**src/rtl/fetch_unit_if.sv**
```systemverilog
// Fetch-stage bus bundle: memory request/response, redirect input and decode handshake.
interface fetch_unit_if #(
  parameter int unsigned XLEN            = 32,
  parameter int unsigned MAX_OUTSTANDING = 2
);

  localparam int unsigned OUT_W = $clog2(MAX_OUTSTANDING + 1);

  // Instruction-memory request channel
  logic            req_valid;
  logic            req_ready;
  logic [XLEN-1:0] req_addr;

  // Instruction-memory response channel (in request order)
  logic            rsp_valid;
  logic [XLEN-1:0] rsp_data;

  // Redirect from execute / CSR unit
  logic            redirect_valid;
  logic [XLEN-1:0] redirect_pc;

  // Decode handshake
  logic            inst_valid;
  logic            inst_ready;
  logic [XLEN-1:0] inst;
  logic [XLEN-1:0] inst_pc;

  // Debug view of in-flight request count
  logic [OUT_W-1:0] outstanding;

  // Fetch unit side
  modport master (
    output req_valid, req_addr, inst_valid, inst, inst_pc, outstanding,
    input  req_ready, rsp_valid, rsp_data, redirect_valid, redirect_pc, inst_ready
  );

  // Memory / decode / redirect source side
  modport slave (
    input  req_valid, req_addr, inst_valid, inst, inst_pc, outstanding,
    output req_ready, rsp_valid, rsp_data, redirect_valid, redirect_pc, inst_ready
  );

endinterface

```
**src/rtl/fetch_unit.sv**
```systemverilog
// Decoupled RV32 instruction fetch: sequential requests, prefetch FIFO of {inst, pc},
// redirect flush with drop accounting for in-flight responses.
module fetch_unit #(
  parameter int unsigned     XLEN            = 32,
  parameter logic [XLEN-1:0] RESET_PC        = '0,
  parameter int unsigned     FIFO_DEPTH      = 4,
  parameter int unsigned     MAX_OUTSTANDING = 2
) (
  input  logic         clk,
  input  logic         rst,
  fetch_unit_if.master bus
);

  localparam int unsigned OUT_W = $clog2(MAX_OUTSTANDING + 1);
  localparam int unsigned CNT_W = $clog2(FIFO_DEPTH + 1);
  localparam int unsigned PTR_W = $clog2(FIFO_DEPTH);

  typedef struct packed {
    logic [XLEN-1:0] inst;
    logic [XLEN-1:0] pc;
  } entry_t;

  // Architectural fetch state
  logic [XLEN-1:0]  fetch_pc;
  logic [XLEN-1:0]  rsp_pc;
  logic [OUT_W-1:0] outstanding_q;
  logic [OUT_W-1:0] drop_cnt;

  // Prefetch FIFO
  entry_t           fifo_mem [FIFO_DEPTH];
  logic [PTR_W-1:0] wr_ptr;
  logic [PTR_W-1:0] rd_ptr;
  logic [CNT_W-1:0] fifo_count;
  entry_t           head;

  // Per-cycle events
  logic            credit_ok;
  logic            req_fire;
  logic            drop_rsp;
  logic            push;
  logic            pop;
  logic [XLEN-1:0] target;

  // Credit: never have more requests in flight than free FIFO slots can absorb
  always_comb begin
    credit_ok = (outstanding_q < OUT_W'(MAX_OUTSTANDING)) &&
                ((32'(outstanding_q) + 32'(fifo_count)) < FIFO_DEPTH);
  end

  assign bus.req_valid   = !rst && !bus.redirect_valid && credit_ok;
  assign bus.req_addr    = fetch_pc;
  assign bus.outstanding = outstanding_q;

  // Event decode; a redirect cancels any same-cycle push or pop
  always_comb begin
    req_fire = bus.req_valid && bus.req_ready;
    drop_rsp = bus.rsp_valid && (drop_cnt != '0);
    push     = bus.rsp_valid && (drop_cnt == '0) && !bus.redirect_valid;
    pop      = bus.inst_valid && bus.inst_ready && !bus.redirect_valid;
    target   = {bus.redirect_pc[XLEN-1:2], 2'b00};
  end

  // Head of FIFO straight from storage; zero when empty
  always_comb begin
    head           = fifo_mem[rd_ptr];
    bus.inst_valid = (fifo_count != '0);
    bus.inst       = bus.inst_valid ? head.inst : '0;
    bus.inst_pc    = bus.inst_valid ? head.pc   : '0;
  end

  // FIFO storage write; occupancy tracking makes reset of the array unnecessary
  always_ff @(posedge clk) begin
    if (!rst && push) begin
      fifo_mem[wr_ptr] <= '{inst: bus.rsp_data, pc: rsp_pc};
    end
  end

  // PC, credit, drop and FIFO pointer state
  always_ff @(posedge clk) begin
    if (rst) begin
      fetch_pc      <= RESET_PC;
      rsp_pc        <= RESET_PC;
      outstanding_q <= '0;
      drop_cnt      <= '0;
      wr_ptr        <= '0;
      rd_ptr        <= '0;
      fifo_count    <= '0;
    end else if (bus.redirect_valid) begin
      // Everything still in flight after this edge belongs to the old stream
      fetch_pc      <= target;
      rsp_pc        <= target;
      outstanding_q <= outstanding_q - OUT_W'(bus.rsp_valid);
      drop_cnt      <= outstanding_q - OUT_W'(bus.rsp_valid);
      wr_ptr        <= '0;
      rd_ptr        <= '0;
      fifo_count    <= '0;
    end else begin
      if (req_fire) begin
        fetch_pc <= fetch_pc + XLEN'(4);
      end
      outstanding_q <= outstanding_q + OUT_W'(req_fire) - OUT_W'(bus.rsp_valid);
      if (drop_rsp) begin
        drop_cnt <= drop_cnt - OUT_W'(1);
      end
      if (push) begin
        wr_ptr <= wr_ptr + PTR_W'(1);
        rsp_pc <= rsp_pc + XLEN'(4);
      end
      if (pop) begin
        rd_ptr <= rd_ptr + PTR_W'(1);
      end
      fifo_count <= fifo_count + CNT_W'(push) - CNT_W'(pop);
    end
  end

  // Structural invariants of the credit scheme
  a_out_max: assert property (@(posedge clk) disable iff (rst)
    outstanding_q <= OUT_W'(MAX_OUTSTANDING))
    else $error("outstanding above limit");

  a_drop_le_out: assert property (@(posedge clk) disable iff (rst)
    drop_cnt <= outstanding_q)
    else $error("drop_cnt above outstanding");

  a_count_max: assert property (@(posedge clk) disable iff (rst)
    32'(fifo_count) <= FIFO_DEPTH)
    else $error("fifo_count above depth");

  a_no_overflow: assert property (@(posedge clk) disable iff (rst)
    !(push && !pop && (32'(fifo_count) == FIFO_DEPTH)))
    else $error("push into full fifo");

  a_rsp_expected: assert property (@(posedge clk) disable iff (rst)
    !(bus.rsp_valid && (outstanding_q == '0)))
    else $error("response with nothing outstanding");

endmodule

```
**src/flat_wrapper.sv**
```systemverilog
// flat-port wrapper written by rule: the top's interface ports become plain ports
module fetch_unit_flat 
#(
  parameter int unsigned     XLEN            = 32,
  parameter logic [XLEN-1:0] RESET_PC        = '0,
  parameter int unsigned     FIFO_DEPTH      = 4,
  parameter int unsigned     MAX_OUTSTANDING = 2
)
  (clk, rst, bus_req_valid, bus_req_addr, bus_inst_valid, bus_inst, bus_inst_pc, bus_outstanding, bus_req_ready, bus_rsp_valid, bus_rsp_data, bus_redirect_valid, bus_redirect_pc, bus_inst_ready);
  fetch_unit_if #(.XLEN(XLEN), .MAX_OUTSTANDING(MAX_OUTSTANDING)) bus_i ();
  input  logic clk;
  input  logic rst;
  output wire logic [$bits(bus_i.req_valid)-1:0] bus_req_valid;
  output wire logic [$bits(bus_i.req_addr)-1:0] bus_req_addr;
  output wire logic [$bits(bus_i.inst_valid)-1:0] bus_inst_valid;
  output wire logic [$bits(bus_i.inst)-1:0] bus_inst;
  output wire logic [$bits(bus_i.inst_pc)-1:0] bus_inst_pc;
  output wire logic [$bits(bus_i.outstanding)-1:0] bus_outstanding;
  input wire logic [$bits(bus_i.req_ready)-1:0] bus_req_ready;
  input wire logic [$bits(bus_i.rsp_valid)-1:0] bus_rsp_valid;
  input wire logic [$bits(bus_i.rsp_data)-1:0] bus_rsp_data;
  input wire logic [$bits(bus_i.redirect_valid)-1:0] bus_redirect_valid;
  input wire logic [$bits(bus_i.redirect_pc)-1:0] bus_redirect_pc;
  input wire logic [$bits(bus_i.inst_ready)-1:0] bus_inst_ready;
  assign bus_req_valid = bus_i.req_valid;
  assign bus_req_addr = bus_i.req_addr;
  assign bus_inst_valid = bus_i.inst_valid;
  assign bus_inst = bus_i.inst;
  assign bus_inst_pc = bus_i.inst_pc;
  assign bus_outstanding = bus_i.outstanding;
  assign bus_i.req_ready = bus_req_ready;
  assign bus_i.rsp_valid = bus_rsp_valid;
  assign bus_i.rsp_data = bus_rsp_data;
  assign bus_i.redirect_valid = bus_redirect_valid;
  assign bus_i.redirect_pc = bus_redirect_pc;
  assign bus_i.inst_ready = bus_inst_ready;
  fetch_unit #(.XLEN(XLEN), .RESET_PC(RESET_PC), .FIFO_DEPTH(FIFO_DEPTH), .MAX_OUTSTANDING(MAX_OUTSTANDING)) u_core (.clk(clk), .rst(rst), .bus(bus_i));
endmodule
```
**config.mk**
```make
export PLATFORM = sky130hd
export DESIGN_NAME = fetch_unit_flat
export DESIGN_NICKNAME = d
export VERILOG_FILES = /design/src/rtl/fetch_unit_if.sv /design/src/rtl/fetch_unit.sv /design/src/flat_wrapper.sv
export SDC_FILE = /design/constraint.sdc
export NUM_CORES = 1
export LEC_CHECK = 0
export BUFFER_PORTS_ARGS = -buffer_cell sky130_fd_sc_hd__buf_2
export CORE_ASPECT_RATIO = 1.2
export CORE_MARGIN = 4
export CORE_UTILIZATION = 55
export DETAILED_ROUTE_END_ITERATION = 12
export PLACE_DENSITY = 0.76
export SETUP_SLACK_MARGIN = 0.2
export SYNTH_ARGS = -nofsm -noshare
export SYNTH_HDL_FRONTEND = slang
export SYNTH_SLANG_ARGS = --single-unit
```
**constraint.sdc**
```tcl
create_clock -name clk -period 7 [get_ports clk]
set_input_delay 0.7 -clock clk [delete_from_list [all_inputs] [get_ports clk]]
set_output_delay 0.7 -clock clk [all_outputs]
set_load 0.01 [all_outputs]
```
# Word-level counts from Yosys, hierarchy flattened

Memories as Yosys holds them, arrays and structs flattened. A register that Yosys moved wholly into a read port is not among the register bits.
Index checks and enable logic that the tools add are counted.

Bits of input ports: 70
Output and inout bits: 100
Memories: 1
Register bits: 75
Word-level logic and storage cells: 55
Bits in writable memories: 256

Memory list:

| memory          | words | width | read ports | clocked after Yosys merged registers in | wr ports | line             | text |
|---|---|---|---|---|---|---|---|
| u_core.fifo_mem | 4     | 64    | 1          | 1                                       | 1        | fetch_unit.sv:30 | `entry_t fifo_mem [FIFO_DEPTH];` |

Reduce and logical (&&, ||, !) cells: 19
Add/sub/neg operators: 11
$lt $le $gt $ge: 2
Muxes and demuxes: 13

Operator list:

| kind                                                                  | count |
|---|---|
| 32-bit 2-to-1 mux                                                     | 6 |
| 32-bit by 3-bit adder with 32-bit output, second input constant       | 2 |
| 32-bit by 3-bit < comparator with 1-bit output, second input constant | 1 |
| 1-bit logical AND                                                     | 10 |
| 2-bit 2-to-1 mux                                                      | 5 |
| 2-bit nonzero test                                                    | 4 |
| 2-bit by 1-bit adder with 2-bit output, second input constant         | 2 |
| 2-bit by 3-bit adder with 4-bit output                                | 1 |
| 2-bit by 1-bit subtractor with 2-bit output                           | 2 |
| 3-bit by 1-bit adder with 3-bit output                                | 1 |
| 3-bit nonzero test                                                    | 1 |
| 3-bit by 1-bit subtractor with 3-bit output                           | 1 |
| 2-bit by 1-bit adder with 2-bit output                                | 1 |
| 1-bit logical NOT                                                     | 2 |
| 2-bit logical NOT                                                     | 1 |
| 2-bit < comparator, second input constant                             | 1 |
| 1-bit 2-to-1 mux                                                      | 2 |
| 2-bit OR reduction                                                    | 1 |
| 2-bit by 1-bit subtractor with 2-bit output, second input constant    | 1 |

# Longest topological paths before layout

Gate-level depths: netlist (run 1).

Word-level depth: 8
Depth in mapped cells: 10
Gate-level depth less buffers: 9

# Worst setup path after synthesis (run 1)

Ideal clock, no wire load.

Kind: input port to flip-flop
From: input rst
To: memory u_core.fifo_mem[0][10] (netlist name), enable pin
Path slack: 3.675 ns
Required time: 6.573 ns
Path buffers: 2
Stages: 5
Data arrival time: 2.899 ns
Library setup time: 0.427 ns
Path through: clkbuf_1 -> or2_2 -> clkbuf_1 -> nor2_1 -> and2_1

Word-level cells in the longest chain between the ends: 4

Ends and longest elaborated chain:

| what                                   | line               | text |
|---|---|---|
| start: declaration                     | flat_wrapper.sv:12 | `input logic rst;` |
| 1-bit logical NOT                      | fetch_unit.sv:73   | `if (!rst && push) begin` |
| 1-bit logical AND                      | fetch_unit.sv:73   |  |
| 1-bit 2-to-1 mux                       | fetch_unit.sv:73   |  |
| 1-bit 2-to-1 mux (implied by the code) | fetch_unit.sv:74   | `fifo_mem[wr_ptr] <= '{inst: bus.rsp_data, pc: rsp_pc};` |
| end: declaration                       | fetch_unit.sv:30   |  |

Every way passes these cells.

==> results.sh, run 1 <==
export IMPL_irDropWorstVdd_v=0.0001691
export IMPL_cts_tree="yes"
export IMPL_maxCapViolCount=0
export IMPL_wl_met1_um=11050
export IMPL_grt_max_degree=65
export IMPL_grt_overflow=0
export IMPL_routabilityCongestion=0.9022
export IMPL_ys_ff_latch=321
export IMPL_final_antenna_net_count=0
export IMPL_hpwlAfterDp_um=16590
export IMPL_finalCritPeriodShare_pct=51.44
export IMPL_portBuffers=163
export IMPL_synth_warning_count=0
export IMPL_cp_slowest_stage_delay_ns=0.75
export IMPL_die_area_um2=26920
export IMPL_vias=7855
export IMPL_max_freq_mhz=277.7
export IMPL_rsz0062_at_grt="no"
export IMPL_crit_chain="buf_4, mux4_2, nor2b_1, buf_2"
export IMPL_critPathMaxFanout=41
export IMPL_crit_required_ns=6.30
export IMPL_worst_setup_path_end_kind="output pin"
export IMPL_num_io_pins=170
export IMPL_drv_slew=0
export IMPL_drt_vias_per_instance=5.684
export IMPL_placementRows=62
export IMPL_clk_path_buf_depth=3
export IMPL_layout_commonest_cell="edfxtp_1"
export IMPL_critPathKind="reg2out"
export IMPL_drt_iter0_drc=545
export IMPL_cts_setup_buffers=0
export IMPL_num_nets_final=1121
export IMPL_highest_layer="met4"
export IMPL_worst_endpoint_arrival_ns=2.90
export IMPL_outcome="completed"
export IMPL_wl_met2_um=14000
export IMPL_wl_per_cell_um=19.79
export IMPL_worst_pin_slew_ns=1.120
export IMPL_final_cell_mix="edfxtp_1, buf_2, dfxtp_1"
export IMPL_clock_sinks=321
export IMPL_tns_ns=0
export IMPL_grt_pass1_wl_um=42460
export IMPL_firstDrtPassIters=5
export IMPL_insertion_delay_ns=0.54
export IMPL_drive_gt1_share_pct=29.28
export IMPL_num_antenna_cells=0
export IMPL_crit_slowest_cell="buf_4"
export IMPL_regArea_um2=8914
export IMPL_finalHoldViolCount=0
export IMPL_hp_class="in2reg"
export IMPL_synthCells=877
export IMPL_htree_levels=1
export IMPL_p_leak_nw=5.442
export IMPL_fp_dieW_um=150.4
export IMPL_grtUsageTotal_pct=20.23
export IMPL_synth_edf_count=248
export IMPL_fin_skew_ns=0.01358
export IMPL_grt_pass1_vias=7950
export IMPL_synthFlopType="edfxtp_1"
export IMPL_initial_utilization_pct=55.87
export IMPL_antenna_found_initial=0
export IMPL_startpoint_type="flip-flop"
export IMPL_clkSlewWorstSetupHoldPaths_ns=0.07
export IMPL_fillers=1733
export IMPL_cts_hold_buf=0
export IMPL_syn_area_um2=13390
export IMPL_avgSynthCellArea_um2=15.27
export IMPL_multiInputGateArea_um2=4163
export IMPL_cts_buffers=31
export IMPL_async_reset_ff_share_pct=0
export IMPL_routed_wl_um=27350
export IMPL_setup_viol=0
export IMPL_post_route_min_period_ns=3.601
export IMPL_crit_buf_inv=2
export IMPL_area_delta_synth_final_pct=16.23
export IMPL_postLayoutCoreUtil_pct=64.93
export IMPL_powerDensity_nw_per_um2=263.7
export IMPL_cts_resized=0
export IMPL_slew_headroom_pct=24.79
export IMPL_ys_seq_area_share_pct=66.52
export IMPL_r2r_slack_ns=4.03
export IMPL_wl_met3_um=1775
export IMPL_die_y_um=178.9
export IMPL_coreArea_um2=23970
export IMPL_path_delay_family="buffers and inverters"
export IMPL_cts_root_buf="clkbuf_16"
export IMPL_drc=0
export IMPL_synth_distinct_cells=55
[path summary, 6_finish.rpt]
kind                             to  depth (start not counted)                 startpoint
max                    bus_inst[21]                          4                  flip-flop
max reg2reg  u_core.bus.req_addr[6]                          7  u_core.bus.outstanding[1]
min reg2reg        u_core.wr_ptr[1]                          2           u_core.wr_ptr[1]
min          u_core.fifo_mem[3][32]                          1            bus_rsp_data[0]
[worst reg2reg max path, stage by stage (launching register included)]
cell and delay (ns):
dfxtp_1 0.35, ha_1 0.21, nor3_1 0.37, nand3_1 0.68
inv_1 0.67, nand4_1 0.17, mux2_2 0.30, a21oi_1 0.13
[registers in the layout, indices dropped and copies added (netlist names), named ones only]
register                flops
u_core.fifo_mem           248
u_core.wr_ptr               2
u_core.rd_ptr               2
u_core.drop_cnt             2
u_core.bus.req_addr        30
u_core.bus.outstanding      2
u_core.rsp_pc              30
u_core.fifo_count           3
[kinds of logic after synthesis]
group | Yosys count | share of synthesized area [%]
DFF | 321 | 66.52
and+or+nand+nor | 240 | 10.20
AOI/OAI and AO/OA | 98 | 5.036
buffers and inverters | 82 | 2.551
muxes | 65 | 10.66
xor gates and xnor gates | 57 | 3.728
adders and majority gates | 13 | 1.271
other | 1 | 0.02800
[per-stage QoR]
step | power, mW | instance area, um2 | hold slack, ns | std cells | setup slack, ns
after floorplan | 2.319 | 13400 | 0.4601 | 880 | 3.675
after global placement | 2.413 | 14500 | 0.4842 | 1325 | 3.724
after detailed placement | 2.421 | 14500 | 0.4953 | 1325 | 3.707
after CTS | 4.139 | 15560 | 0.3491 | 1382 | 3.282
after global routing | 4.252 | 15560 | 0.3515 | 1382 | 3.151
final | 4.104 | 15560 | 0.3759 | 1382 | 3.399
[final cells by class]
cell class              count  share of cell area, %
clock buffers              41                  5.418
clock inverters            16                  1.455
inverters                  34                 0.8199
multi-input cells         477                  26.74
flip-flops and latches    321                  57.27
well taps                 320                  2.572
repair buffers            173                  5.723
[report_power, final]
part,internal (mW),total [mW],leakage [nW],switching (mW)
registers,2.10,2.15,2.86,0.0510
logic,0.0990,0.231,2.07,0.132
clock network,1.03,1.73,0.517,0.690
total,3.23,4.10,5.44,0.873
[Yosys cell counts, drive strengths merged, types with 3 or more instances]
master / count / area (um2)
edfxtp: 248 / 7447
dfxtp: 73 / 1461
mux4: 62 / 1396
nor2b: 62 / 387.9
nor2: 39 / 146.4
inv: 34 / 127.6
nand2: 32 / 120.1
clkbuf: 29 / 108.9
xnor2: 29 / 254.0
xor2: 28 / 245.2
a21boi: 26 / 195.2
a21oi: 26 / 130.1
nand4: 24 / 175.2
nand3: 22 / 115.1
buf: 19 / 105.1
nor3: 14 / 75.07
ha: 12 / 150.1
a211oi: 11 / 92.58
o22ai: 11 / 68.82
and3: 10 / 63.81
nor4: 10 / 87.59
and2: 9 / 56.30
a22oi: 7 / 52.55
o31a: 5 / 45.04
or4: 5 / 41.29
and4: 4 / 37.54
nor3b: 3 / 22.52
or3: 3 / 18.77
[layer usage]
| metal | global-route usage (%) | vias to the layer above |
|---|---|---|
| met4 | 5.034 | 0 |
| li1 | - | 3649 |
| met5 | 0 | - |
| met3 | 2.857 | 44 |
| met1 | 26.93 | 3879 |
| met2 | 35.33 | 283 |
Power figures use the tool's default switching activity.
==> run 2: changes to the inputs <==
--- a/config.mk
+++ b/config.mk
@@ -8,7 +8,7 @@
 export BUFFER_PORTS_ARGS = -buffer_cell sky130_fd_sc_hd__buf_2
 export CORE_ASPECT_RATIO = 1.2
 export CORE_MARGIN = 4
-export CORE_UTILIZATION = 55
+export CORE_UTILIZATION = 52
 export DETAILED_ROUTE_END_ITERATION = 12
 export PLACE_DENSITY = 0.76
 export SETUP_SLACK_MARGIN = 0.2
==> constraint.sdc (replaced) <==
create_clock -name clk -period 3.3 [get_ports clk]
set_input_delay 0.33 -clock clk [delete_from_list [all_inputs] [get_ports clk]]
set_output_delay 0.33 -clock clk [all_outputs]
set_load 0.01 [all_outputs]
==> results.sh, run 2 (same netlist as run 1, synthesis figures left out) <==
export IMPL_antenna_found_initial=0
export IMPL_htree_levels=1
export IMPL_r2r_cells=6
export IMPL_grt_use_met1_pct=25.48
export IMPL_grt_max_degree=64
export IMPL_grt_pass1_vias=8004
export IMPL_portBuffers=163
export IMPL_met3_usage_pct=2.472
export IMPL_placedInstanceArea_um2=14610
export IMPL_routed_wl_um=26900
export IMPL_tns_ns=0
export IMPL_irDropWorstVdd_v=0.0003519
export IMPL_cts_setup_buffers=0
export IMPL_coreArea_um2=25460
export IMPL_final_cell_mix="edfxtp_1, buf_2, dfxtp_1"
export IMPL_cts_buffers=31
export IMPL_crit_required_ns=2.97
export IMPL_maxCapViolCount=0
export IMPL_slew_headroom_pct=38.15
export IMPL_max_freq_mhz=359.7
export IMPL_fin_skew_ns=0.02053
export IMPL_postLayoutCoreUtil_pct=62.50
export IMPL_startpoint_type="flip-flop"
export IMPL_clkSlewWorstSetupHoldPaths_ns=0.06
export IMPL_routabilityCongestion=0.9052
export IMPL_regArea_um2=8914
export IMPL_num_antenna_cells=0
export IMPL_final_antenna_net_count=0
export IMPL_drt_iter0_drc=477
export IMPL_vias=7825
export IMPL_clock_sinks=321
export IMPL_setup_viol=0
export IMPL_hp_class="in2reg"
export IMPL_min_to="u_core.fifo_mem[3][50]"
export IMPL_timing_final_ws_setup_ns=0.5201
export IMPL_placementRows=64
export IMPL_hp_start="bus_rsp_data[18]"
export IMPL_dp_cells=1340
export IMPL_initial_utilization_pct=52.59
export IMPL_largest_register="u_core.fifo_mem"
export IMPL_fp_dieW_um=154.5
export IMPL_r2r_slack_ns=1.06
export IMPL_p_leak_nw=5.574
export IMPL_hold_depth=1
export IMPL_outcome="completed"
export IMPL_die_area_um2=28400
export IMPL_grt_use_met2_pct=32.97
export IMPL_worst_setup_path_end_kind="output pin"
export IMPL_finalHoldViolCount=0
export IMPL_drv_slew=0
export IMPL_worst_pin_slew_ns=0.9207
export IMPL_cts_root_buf="clkbuf_16"
export IMPL_die_y_um=183.8
export IMPL_wl_per_cell_um=18.87
export IMPL_drive_gt1_share_pct=28.19
export IMPL_largest_reg_flops=248
export IMPL_insertion_delay_ns=0.55
export IMPL_whs_ns=0.02426
export IMPL_multiInputGateArea_um2=4163
export IMPL_critPathMaxFanout=29
export IMPL_layout_commonest_cell="edfxtp_1"
export IMPL_worst_endpoint_arrival_ns=2.45
export IMPL_area_delta_synth_final_pct=18.84
export IMPL_fillers=1887
export IMPL_reg2reg_from="u_core.bus.req_addr[2]"
export IMPL_powerDensity_nw_per_um2=541.2
export IMPL_critPathKind="reg2out"
export IMPL_grt_pass1_wl_um=42950
export IMPL_reg2reg_to="u_core.bus.req_addr[26]"
export IMPL_post_route_min_period_ns=2.780
export IMPL_finalCritPeriodShare_pct=84.24
export IMPL_num_nets_final=1154
export IMPL_final_area_um2=15910
export IMPL_rsz0062_at_grt="no"
export IMPL_cts_tree="yes"
export IMPL_final_cells=1426
export IMPL_num_io_pins=170
export IMPL_hpwlAfterDp_um=16900
export IMPL_clk_path_buf_depth=3
export IMPL_grt_busiest_layer="met2"
export IMPL_place_ws_ns=1.004
export IMPL_firstDrtPassIters=5
export IMPL_grtUsageTotal_pct=18.86
export IMPL_drc=0
export IMPL_drt_vias_per_instance=5.487
export IMPL_p_total_mw=8.613
export IMPL_grt_overflow=0
run 2: report_power, final:
part	leakage [nW]	switching (mW)	total, mW	internal (mW)
clock	0.492	1.41	3.53	2.12
combinational	2.22	0.289	0.525	0.236
sequential	2.86	0.105	4.55	4.45
run 2: layout make-up:
class | instances | area share, %
Sequential cell | 321 | 56.01
Multi-Input combinational cell | 477 | 26.16
Clock buffer | 42 | 5.134
Clock inverter | 16 | 1.313
Tap cell | 330 | 2.595
Inverter | 34 | 0.8019
Timing Repair Buffer | 206 | 7.988
run 2: critical path, cell delays in order (launching register included):
cell,delay [ns]
dfxtp_4,0.69
buf_12,0.32
mux4_2,0.56
nor2b_1,0.14
buf_2,0.17
run 2: layer usage:
metal / share of wire, % / wire (um) / up-vias
met5: 0 / 0 / -
met3: 5.5 / 1483 / 30
li1: - / - / 3717
met4: 1.7 / 456 / 0
met1: 42 / 11370 / 3846
met2: 51 / 13590 / 232
run 2: worst max path at each step:
stage               startpoint                     end  slack, ns
floorplan                  rst  u_core.fifo_mem[0][10]       0.34
global placement     flip-flop         bus_inst_pc[26]       1.03
detailed placement   flip-flop            bus_inst[13]       1.00
CTS                  flip-flop            bus_inst[13]       0.42
global route         flip-flop            bus_inst[23]       0.33
finish               flip-flop            bus_inst[13]       0.52
run 2: repair_timing:
action	4_1_cts	5_1_grt
gates resized for setup	0	0
hold endpoints to repair	110	0
hold buffers	28	0
==> run 3: changes to the inputs <==
==> constraint.sdc (replaced) <==
create_clock -name clk -period 2.5 [get_ports clk]
set_input_delay 0.25 -clock clk [delete_from_list [all_inputs] [get_ports clk]]
set_output_delay 0.25 -clock clk [all_outputs]
set_load 0.01 [all_outputs]
==> results.sh, run 3 (same netlist as run 1, synthesis figures left out) <==
export IMPL_outcome="completed"
export IMPL_startpoint_type="flip-flop"
export IMPL_vias=8042
export IMPL_layout_commonest_cell="edfxtp_1"
export IMPL_critPathMaxFanout=8
export IMPL_placementRows=64
export IMPL_firstDrtPassIters=4
export IMPL_post_route_min_period_ns=2.350
export IMPL_htree_levels=1
export IMPL_final_cell_mix="edfxtp_1, buf_2, dfxtp_1"
export IMPL_clk_path_buf_depth=3
export IMPL_hpwlAfterDp_um=16840
export IMPL_reg2reg_from="u_core.rsp_pc[3]"
export IMPL_slew_headroom_pct=57.22
export IMPL_p_leak_nw=5.764
export IMPL_rsz0062_at_grt="yes"
export IMPL_drt_iter0_drc=465
export IMPL_coreArea_um2=25460
export IMPL_largest_reg_flops=248
export IMPL_final_antenna_net_count=0
export IMPL_routabilityCongestion=0.8946
export IMPL_num_io_pins=170
export IMPL_wl_per_cell_um=19.22
export IMPL_largest_register="u_core.fifo_mem"
export IMPL_portBuffers=163
export IMPL_tns_ns=0
export IMPL_num_nets_final=1182
export IMPL_die_y_um=183.8
export IMPL_setup_viol=0
export IMPL_cts_buffers=30
export IMPL_grt_pass1_wl_um=44370
export IMPL_regArea_um2=8914
export IMPL_grt_max_degree=64
export IMPL_placedInstanceArea_um2=14700
export IMPL_drt_vias_per_instance=5.535
export IMPL_multiInputGateArea_um2=4184
export IMPL_critPathKind="reg2out"
export IMPL_maxCapViolCount=0
export IMPL_cts_tree="yes"
export IMPL_clock_sinks=321
export IMPL_insertion_delay_ns=0.55
export IMPL_fp_dieW_um=154.5
export IMPL_powerDensity_nw_per_um2=688.1
export IMPL_grt_overflow=0
export IMPL_cp_slowest_stage_delay_ns=0.53
export IMPL_num_antenna_cells=0
export IMPL_fillers=1869
export IMPL_irDropWorstVdd_v=0.0005370
export IMPL_final_area_um2=16320
export IMPL_grtUsageTotal_pct=19.52
export IMPL_hp_start="bus_redirect_pc[6]"
export IMPL_antenna_found_initial=0
export IMPL_die_area_um2=28400
export IMPL_initial_utilization_pct=52.59
export IMPL_crit_required_ns=2.25
export IMPL_routed_wl_um=27920
export IMPL_area_delta_synth_final_pct=21.86
export IMPL_worst_endpoint_arrival_ns=2.10
export IMPL_cts_root_buf="clkbuf_16"
export IMPL_drive_gt1_share_pct=29.47
export IMPL_worst_pin_slew_ns=0.6410
export IMPL_finalCritPeriodShare_pct=93.98
export IMPL_drv_slew=0
export IMPL_finalHoldViolCount=0
export IMPL_fin_skew_ns=0.02065
export IMPL_crit_slowest_cell="mux4_2"
export IMPL_crit_chain="buf_12, clkbuf_16, mux4_2, nor2b_1, buf_2"
export IMPL_worst_setup_path_end_kind="output pin"
export IMPL_max_freq_mhz=425.6
export IMPL_grt_pass1_vias=8335
export IMPL_clkSlewWorstSetupHoldPaths_ns=0.07
export IMPL_drc=0
export IMPL_hp_class="in2reg"
## run 3: final cells by class
cell class | count | area share, %
timing repair buffer | 235 | 10.39
multi-input combinational | 477 | 25.64
tap | 330 | 2.530
clock buffer | 34 | 4.692
clock inverter | 22 | 1.349
sequential | 321 | 54.62
inverter | 34 | 0.7820
## run 3: final timing paths
check	end	slack (ns)	depth (start not counted)
worst min register to register	u_core.wr_ptr[1]	0.51	2
worst max register to register	u_core.rsp_pc[30]	0.45	6
worst max-delay path	bus_inst_pc[24]	0.15	5
worst min-delay path	u_core.bus.req_addr[6]	0.03	3
## run 3: timing repair
item / in CTS / in global routing
pin swaps: 0 / 1
gates cloned: 4 / 3
endpoints found under the setup margin: 63 / 71
setup buffers: 2 / 1
hold buffers: 37 / 0
gates resized for setup: 9 / 4
hold endpoints to repair: 134 / 0
## run 3: where the power goes
| group | internal, mW | total, mW | switching, mW | leakage, nW |
|---|---|---|---|---|
| registers | 5.87 | 6.01 | 0.138 | 2.86 |
| clock network | 2.61 | 4.49 | 1.87 | 0.480 |
| logic | 0.339 | 0.734 | 0.395 | 2.42 |
## run 3: metal layers
metal	share of wire (%)	GRT usage [%]	wire [um]
met5	0	0	0
met4	2.1	5.018	597
met3	5.1	2.355	1429
met2	50	33.79	13990
met1	43	26.61	11910
## run 3: metrics by stage
| step | util, % | setup WS [ns] | cells | hold slack, ns | total power, mW |
|---|---|---|---|---|---|
| after floorplan | - | 0.2640 | 880 | 0.3489 | 6.493 |
| after global placement | 57.73 | 0.3487 | 1350 | 0.4636 | 6.777 |
| after detailed placement | 57.73 | 0.2777 | 1350 | 0.4682 | 6.800 |
| after CTS | 63.69 | 0.1141 | 1449 | 0.004782 | 11.32 |
| after global routing | 64.09 | 0.08703 | 1453 | 0.02293 | 11.68 |
| final | 64.09 | 0.1504 | 1453 | 0.02917 | 11.23 |
## run 3: worst max-delay path: cells and delay by family, from the launching register on
| kind | cells | cell delay, ns |
|---|---|---|
| mux | 1 | 0.53 |
| buf+inv | 3 | 0.51 |
| flops | 1 | 0.36 |
| simple gates | 1 | 0.15 |
